===== config.mk =====
export PLATFORM = sky130hd
export DESIGN_NAME = sample_ring_reader_flat
export DESIGN_NICKNAME = d
export VERILOG_FILES = /design/src/rtl/sample_pkg.sv /design/src/rtl/sample_ring_reader_if.sv /design/src/rtl/sample_ring_mem.sv /design/src/rtl/sample_ring_reader.sv /design/src/flat_wrapper.sv
export SDC_FILE = /design/constraint.sdc
export NUM_CORES = 1
export LEC_CHECK = 0
export CAP_MARGIN = 30
export CORE_MARGIN = 10
export CORE_UTILIZATION = 53
export DETAILED_ROUTE_END_ITERATION = 16
export PLACE_DENSITY = 0.75
export SLEW_MARGIN = 10
export SYNTH_ARGS = -nofsm -noshare
export SYNTH_HDL_FRONTEND = slang
export SYNTH_HIERARCHICAL = 1
export SYNTH_SLANG_ARGS = --single-unit

===== constraint.sdc =====
create_clock -name clk -period 2.67 [get_ports clk]
set_clock_uncertainty 0.15 [all_clocks]
set_input_delay 0.534 -clock clk [delete_from_list [all_inputs] [get_ports clk]]
set_output_delay 0.534 -clock clk [all_outputs]
set_load 0.02 [all_outputs]

===== src/rtl/sample_pkg.sv =====
// Shared types and widths for the 12-bit sample read-side buffer.
package sample_pkg;
  localparam int SAMPLE_W   = 12;
  localparam int DROP_CNT_W = 16;

  typedef enum logic {
    OUT_EMPTY = 1'b0,
    OUT_FULL  = 1'b1
  } out_state_t;
endpackage


===== src/rtl/sample_ring_reader_if.sv =====
// Sample push strobe and valid/ready drain handshake of the sample ring reader.
interface sample_ring_reader_if;
  import sample_pkg::*;

  logic                wr_en;
  logic [SAMPLE_W-1:0] wr_data;
  logic                rd_ready;
  logic                rd_valid;
  logic [SAMPLE_W-1:0] rd_data;

  modport master (output wr_en, wr_data, rd_ready, input rd_valid, rd_data);
  modport slave  (input wr_en, wr_data, rd_ready, output rd_valid, rd_data);
endinterface


===== src/rtl/sample_ring_mem.sv =====
// Ring storage: synchronous write port, asynchronous read port.
module sample_ring_mem
  import sample_pkg::*;
#(
  parameter int DEPTH  = 16,
  parameter int ADDR_W = 4
) (
  input  logic                clk,
  input  logic                we,
  input  logic [ADDR_W-1:0]   waddr,
  input  logic [SAMPLE_W-1:0] wdata,
  input  logic [ADDR_W-1:0]   raddr,
  output logic [SAMPLE_W-1:0] rdata
);
  logic [SAMPLE_W-1:0] mem [DEPTH];

  always_ff @(posedge clk) begin
    if (we) mem[waddr] <= wdata;
  end

  assign rdata = mem[raddr];
endmodule


===== src/rtl/sample_ring_reader.sv =====
// Read-side sample ring with a registered valid/ready output stage.
// Optional drop statistics counter built when SAMPLE_RING_DROP_STATS_EN is defined.
//
// state     | meaning
// OUT_EMPTY | output register holds no sample, rd_valid=0
// OUT_FULL  | output register holds a sample, rd_valid=1
module sample_ring_reader
  import sample_pkg::*;
#(
  parameter int DEPTH  = 16,
  parameter int ADDR_W = 4
) (
  input  logic                  clk,
  input  logic                  reset,
  sample_ring_reader_if.slave   bus,
  input  logic                  clr_ovf,
  output logic [ADDR_W:0]       count,
  output logic                  overflow,
  output logic [DROP_CNT_W-1:0] drop_cnt
);
  localparam logic [ADDR_W:0] FULL_CNT = (ADDR_W+1)'(DEPTH);

  out_state_t          state_q, state_d;
  logic [ADDR_W-1:0]   wr_ptr, rd_ptr;
  logic [SAMPLE_W-1:0] ring_rdata, rd_data_q;
  logic                push, drop, ring_pop, rd_valid_c;

  // Fullness is judged on the registered count, so a pop in the same cycle cannot rescue a push.
  assign push = bus.wr_en && (count != FULL_CNT);
  assign drop = bus.wr_en && (count == FULL_CNT);

  sample_ring_mem #(.DEPTH(DEPTH), .ADDR_W(ADDR_W)) u_mem (
    .clk   (clk),
    .we    (push),
    .waddr (wr_ptr),
    .wdata (bus.wr_data),
    .raddr (rd_ptr),
    .rdata (ring_rdata)
  );

  always_comb begin
    state_d    = state_q;
    ring_pop   = 1'b0;
    rd_valid_c = 1'b0;
    case (state_q)
      OUT_EMPTY: begin
        if (count != '0) begin
          ring_pop = 1'b1;
          state_d  = OUT_FULL;
        end
      end
      OUT_FULL: begin
        rd_valid_c = 1'b1;
        if (bus.rd_ready) begin
          if (count != '0) ring_pop = 1'b1;
          else             state_d  = OUT_EMPTY;
        end
      end
    endcase
  end

  always_ff @(posedge clk or negedge reset) begin
    if (!reset) begin
      state_q   <= OUT_EMPTY;
      rd_data_q <= '0;
      rd_ptr    <= '0;
      wr_ptr    <= '0;
      count     <= '0;
      overflow  <= 1'b0;
    end else begin
      state_q <= state_d;
      if (ring_pop) begin
        rd_data_q <= ring_rdata;
        rd_ptr    <= rd_ptr + 1'b1;
      end
      if (push) wr_ptr <= wr_ptr + 1'b1;
      count <= count + {{ADDR_W{1'b0}}, push} - {{ADDR_W{1'b0}}, ring_pop};
      if (drop)         overflow <= 1'b1;
      else if (clr_ovf) overflow <= 1'b0;
    end
  end

  assign bus.rd_valid = rd_valid_c;
  assign bus.rd_data  = rd_data_q;

`ifdef SAMPLE_RING_DROP_STATS_EN
  logic [DROP_CNT_W-1:0] drop_cnt_q;

  // A drop wins over a simultaneous clear, matching the overflow flag.
  always_ff @(posedge clk or negedge reset) begin
    if (!reset) begin
      drop_cnt_q <= '0;
    end else if (drop) begin
      if (drop_cnt_q != '1) drop_cnt_q <= drop_cnt_q + 1'b1;
    end else if (clr_ovf) begin
      drop_cnt_q <= '0;
    end
  end

  assign drop_cnt = drop_cnt_q;
`else
  assign drop_cnt = '0;
`endif
endmodule


===== src/flat_wrapper.sv =====
// flat-port wrapper written by rule: the top's interface ports become plain ports
module sample_ring_reader_flat import sample_pkg::*;
#(
  parameter int DEPTH  = 16,
  parameter int ADDR_W = 4
)
  (clk, reset, clr_ovf, count, overflow, drop_cnt, bus_wr_en, bus_wr_data, bus_rd_ready, bus_rd_valid, bus_rd_data);
  sample_ring_reader_if bus_i ();
  input  logic clk;
  input  logic reset;
  input  logic clr_ovf;
  output logic [ADDR_W:0] count;
  output logic overflow;
  output logic [DROP_CNT_W-1:0] drop_cnt;
  input wire logic [$bits(bus_i.wr_en)-1:0] bus_wr_en;
  input wire logic [$bits(bus_i.wr_data)-1:0] bus_wr_data;
  input wire logic [$bits(bus_i.rd_ready)-1:0] bus_rd_ready;
  output wire logic [$bits(bus_i.rd_valid)-1:0] bus_rd_valid;
  output wire logic [$bits(bus_i.rd_data)-1:0] bus_rd_data;
  assign bus_i.wr_en = bus_wr_en;
  assign bus_i.wr_data = bus_wr_data;
  assign bus_i.rd_ready = bus_rd_ready;
  assign bus_rd_valid = bus_i.rd_valid;
  assign bus_rd_data = bus_i.rd_data;
  sample_ring_reader #(.DEPTH(DEPTH), .ADDR_W(ADDR_W)) u_core (.clk(clk), .reset(reset), .bus(bus_i), .clr_ovf(clr_ovf), .count(count), .overflow(overflow), .drop_cnt(drop_cnt));
endmodule

==> out/results.ini, run 1 <==
[yosys]
synth_edf_count=192
synth_xor_area_share_pct=1.00
synthAdderAreaFrac_pct=1.37
async_reset_ff_share_pct=12.3
synth_top_area_cell=edfxtp_1
syn_area_per_cell_sq_um=20.6
synth.distinct_cells=36
ys.flop_type=edfxtp_1
synth.mux.area_fraction_pct=15.0
synth_top_family_by_area=multiplexers
synth-compound-area-share_pct=2.65
yosys.area_share.simple_pct=3.01
seq_area_frac_synth_pct=73.7
syn_area_sq_mm=0.00874
yosysMostFrequentCell=edfxtp_1
syn_inst=424
synth.area.top_cells=edfxtp_1, mux4_2, dfrtp_1
ys_ff_latch=219
synth_top_area_share_pct=66.0
ys_warn_count=6
ys_top_cells_by_count=edfxtp_1, mux4_2, dfrtp_1, a22oi_1, nand2_1

[final_layout]
post-route-util_pct=64.3
layout-area-overhead-vs-synth_pct=17.7
final_cells=741
diodes=0
finish.net_count=535
drive_gt1_share_pct=25.5
fillCellCount=1064

[sta]
rsz0062_at_grt=no
finalSetupViolCount=0
period_minus_slack_ns=2.56
slew-limit-headroom_pct=47.7
max_freq_mhz=391
slew_viol_final=0
finalHoldViolCount=0
period_share_pct=95.7
worstMarginPinSlew_ns=0.784

[floorplan]
ios=52
die_h_microns=148
start_util_pct=54.6
die_x_microns=148
num_rows=46
coreArea_sq_mm=0.0160
die-area_sq_mm=0.0220

[clock_network]
cts_resized=0
clockBufferDepth=3
root_buffer=clkbuf_16
clk_pin_slew_ns=0.06
numCtsBuffers=22
postCtsSetupRepairBufs=0
hold_buffers=0
tritoncts=built
cts.sink_count=219
clock_latency_ns=0.50
htreeDepth=1

[routing]
drt_first_iter_violations=496
via_per_inst=5.73
vias=4247
drc=0
firstDrtPassIters=5
antenna_left=0
routedWlPerCell_microns=22.9
wl_mm=17.0

[worst_setup_path]
cp_max_fo=7
cp_data_arrival_time_ns=2.61
required_ns=2.73
critPathKind=flip-flop to flip-flop
cp-start-kind=flip-flop
crit_path_end_kind=flip-flop

[global_routing]
grt_pass1_vias=4406
track_usage_pct=15.6
grt_pass1_wl_mm=26.3
antenna_found_initial=0
grt_remaining_overflow=0
grt_max_degree=38

[placed_design]
port_buffers=35
place_congestion=0.785
placed_cells_incl_taps=701
dp_hpwl_mm=11.0

[min_path]
hp-class=primary input to async pin

[run]
maxCapViolCount=0

[power_and_ir_drop]
cellPowerDensity_mw_per_mm2=1050
p_total_uw=10800
ir_drop_v=0.000785
p_leak_uw=0.00361

[run_status]
outcome=finished clean

per-layer routing:
layer	GRT usage (%)	part of all wire [%]
met1	20.9	41
met5	0	0
met3	3.37	8.5
met4	4.16	1.6
met2	25.3	49
critical path, stage by stage (launching register included):
cell and delay [ns]:
dfrtp_2 0.37, inv_1 0.06, ha_1 0.20, and4bb_2 0.24, nand2b_4 0.14, buf_4 0.14, inv_1 0.06, or3b_1 0.47
nor2_1 0.22, buf_4 0.21
state kept, by name, indices dropped and copies added, names as in the netlist:
| name | cells |
|---|---|
| u_core/bus.rd_data | 12 |
| u_core/count | 5 |
| u_core/overflow | 1 |
| u_core/rd_ptr | 4 |
| u_core/state_q | 1 |
| u_core/u_mem/mem | 192 |
| u_core/wr_ptr | 4 |
area by class of cell:
cell class	count	area (sq um)	share of cell area (%)
Clock buffer	30	632	6.14
Inverter	12	45.0	0.438
Multi-Input combinational cell	177	2100	20.4
Clock inverter	10	48.8	0.475
Tap cell	216	270	2.63
Sequential cell	219	6450	62.7
Timing Repair Buffer	77	744	7.24
through the flow:
stage / setup TNS, ns / hold slack (ns) / setup slack, ns / cell area, sq um
5_1_grt: 0 / 0.329 / 0.000334 / 10300
2_1_floorplan: -1.51 / 0.0884 / -0.0418 / 8820
6_report: 0 / 0.298 / 0.114 / 10300
3_3_place_gp: 0 / 0.354 / 0.00261 / 9590
4_1_cts: 0 / 0.309 / 0.0957 / 10300
3_5_place_dp: -0.0514 / 0.354 / -0.0514 / 9600
power breakdown:
group	switching (uW)	leakage (uW)	internal, uW	total [uW]
Combinational	1730	0.00122	1710	3440
Sequential	295	0.00205	4270	4560
Clock	1190	0.000338	1650	2850
final timing paths:
| path | start | endpoint | slack, ns | depth (start not counted) |
|---|---|---|---|---|
| setup / recovery | u_core/count[2]$_DFF_PN0_ | u_core/u_mem/mem[3][4]$_DFFE_PP_ | 0.11 | 9 |
| hold / removal | reset | u_core/count[1]$_DFF_PN0_ | 0.30 | 2 |
| setup reg to reg | u_core/count[2]$_DFF_PN0_ | u_core/u_mem/mem[3][4]$_DFFE_PP_ | 0.11 | 9 |
| hold reg to reg | u_core/bus.rd_data[0]$_DFFE_PN0P_ | u_core/bus.rd_data[0]$_DFFE_PN0P_ | 0.36 | 1 |
| max in group asynchronous | reset | u_core/rd_ptr[0]$_DFFE_PN0P_ | 1.75 | 2 |
| min in group clk | u_core/bus.rd_data[0]$_DFFE_PN0P_ | u_core/bus.rd_data[0]$_DFFE_PN0P_ | 0.36 | 1 |
layout by cell type, fill, tap and decap left out, drive strengths merged:
master           n
clkinv           9
inv             12
fa               1
buf             42
mux4            48
nand2b           3
nand3            1
o21bai           1
nand4            2
and4bb           1
nand3b           2
clkdlybuf4s50   35
a21o             1
nor2            13
clkinvlp         1
nor4b            1
and2             1
clkbuf          30
a22oi           24
nand2           19
conb            16
xor2             3
dfrtp           27
nor3             4
mux2            13
or3b             1
o21ai            2
a21oi            3
ha               8
edfxtp         192
xnor2            7
nor2b            2
kinds of logic after synthesis:
logic type	count (synthesis)
flops	219
simple gates	50
fa+ha+maj	9
compound gates	31
mux	61
xor+xnor	10
other cells	1
buf+inv	43
Note: power is estimated with default switching activity, not from simulation.
==> run 2: changes to the inputs <==
--- a/constraint.sdc
+++ b/constraint.sdc
@@ -3,3 +3,3 @@
 set_input_delay 0.534 -clock clk [delete_from_list [all_inputs] [get_ports clk]]
 set_output_delay 0.534 -clock clk [all_outputs]
-set_load 0.02 [all_outputs]
+set_load 0.1 [all_outputs]
==> out/results.ini, run 2 (synthesis gave the netlist of run 1 again) <==
[sta]
finalSetupViolCount=0
slew_viol_final=0
max_freq_mhz=389
period_minus_slack_ns=2.57
slew-limit-headroom_pct=51.4
rsz0062_at_grt=no
worst_slack_ns=0.101
finalHoldViolCount=0
worstMarginPinSlew_ns=0.729
period_share_pct=96.2

[placed_design]
port_buffers=35
dpl-instance-area_sq_mm=0.00952
dp_hpwl_mm=10.5
place_congestion=0.779
dp_slack_ns=-0.0558

[routing]
vias=4183
drt_first_iter_violations=352
firstDrtPassIters=4
drc=0
routedWlPerCell_microns=23.2
wl_mm=17.0
via_per_inst=5.71
antenna_left=0

[worst_setup_path]
required_ns=2.92
crit_path_frequent_cell=inv_2
path_cells=inv_2 > ha_2 > and4bb_2 > nand2b_4 > ha_4 > inv_2 > ha_4 > inv_2 > fa_2 > inv_1 > a21oi_1 > o21bai_1 > xnor2_1
critPathKind=flip-flop to flip-flop
slowest_stage=dfrtp_4
crit_path_end_kind=flip-flop
crit_family=adder cells
reg2reg_from=u_core/count[3]$_DFF_PN0_
crit_cells=13
critPathMaxStageDelay_ns=0.49
crit_buf_inv=4
cp-endpoint=u_core/count[4]$_DFF_PN0_
cp_max_fo=3
r2r_cells=13
startpoint=u_core/count[3]$_DFF_PN0_
cp_data_arrival_time_ns=2.82
reg2reg_slack_ns=0.10
cp-start-kind=flip-flop
timing.rr.end=u_core/count[4]$_DFF_PN0_

[run]
maxCapViolCount=0

[global_routing]
grt_remaining_overflow=0
grt_pass1_vias=4472
antenna_found_initial=0
grt_pass1_wl_mm=26.1
track_usage_pct=15.5
grt_max_degree=52

[final_layout]
largest_register_ffs=192
finish.net_count=525
post-route-util_pct=64.0
multi_input_area_sq_mm=0.00213
regMostFlops=u_core/u_mem/mem
final_common_cell=edfxtp_1
layout-area-overhead-vs-synth_pct=17.2
regArea_sq_mm=0.00645
diodes=0
drive_gt1_share_pct=30.2
fillCellCount=1104
final_cell_mix=edfxtp_1, buf_4, mux4_2
stdcell_area_sq_mm=0.0102

[clock_network]
numCtsBuffers=23
htreeDepth=1
clock_latency_ns=0.49
root_buffer=clkbuf_16
cts.sink_count=219
clk_pin_slew_ns=0.06
tritoncts=built
clockBufferDepth=3

[floorplan]
start_util_pct=54.6
die_h_microns=148
coreArea_sq_mm=0.0160
die_x_microns=148
ios=52
die-area_sq_mm=0.0220
num_rows=46

[power_and_ir_drop]
p_leak_uw=0.00357
ir_drop_v=0.000859
cellPowerDensity_mw_per_mm2=1160

[run_status]
outcome=finished clean

[min_path]
hp-class=primary input to async pin

-- run 2: repair_timing --
item	in CTS	in global routing
endpoints found under the hold margin	0	0
hold buffers	0	0
buffers inserted	0	1
gates resized for setup	0	0
setup endpoints to repair	0	1
-- run 2: metrics by stage --
stage                     total power, uW  instances  hold WS, ns  setup TNS (ns)
final                               11800        732        0.286               0
after global routing                12400        732        0.322               0
after CTS                           12000        731        0.287               0
after detailed placement             8990        689        0.347         -0.0558
after global placement               8830        687        0.344               0
after floorplan                      7890        439       0.0884          -0.109
-- run 2: per-layer routing --
layer  global-route usage, %  wire length [microns]
met2                    25.4                   8410
met1                    20.2                   6890
met3                    3.34                   1200
met5                       0                      0
met4                    5.35                    484
-- run 2: how the worst min path moves through the flow --
stage                                                  from                            endpoint  slack [ns]  cells after the start
after floorplan                                       reset   u_core/bus.rd_data[0]$_DFFE_PN0P_        0.09                      0
after global placement    u_core/bus.rd_data[3]$_DFFE_PN0P_   u_core/bus.rd_data[3]$_DFFE_PN0P_        0.34                      1
after detailed placement  u_core/bus.rd_data[4]$_DFFE_PN0P_   u_core/bus.rd_data[4]$_DFFE_PN0P_        0.35                      1
after CTS                                             reset  u_core/bus.rd_data[10]$_DFFE_PN0P_        0.29                      2
after global routing                                  reset   u_core/bus.rd_data[8]$_DFFE_PN0P_        0.32                      2
final                                                 reset  u_core/bus.rd_data[10]$_DFFE_PN0P_        0.29                      2
-- run 2: power by group --
part           switching, uW  internal (uW)
Sequential               302           4280
Clock                   1210           1740
Combinational           2660           1660
Total                   4160           7680
-- run 2: area by class of cell --
cell class                 instances  area share, %
sequential                       219           63.0
clock buffer                      31           6.11
inverter                          12          0.464
multi-input combinational        177           20.8
tap                              216           2.64
timing repair buffer              66           6.08
clock inverter                    11          0.831
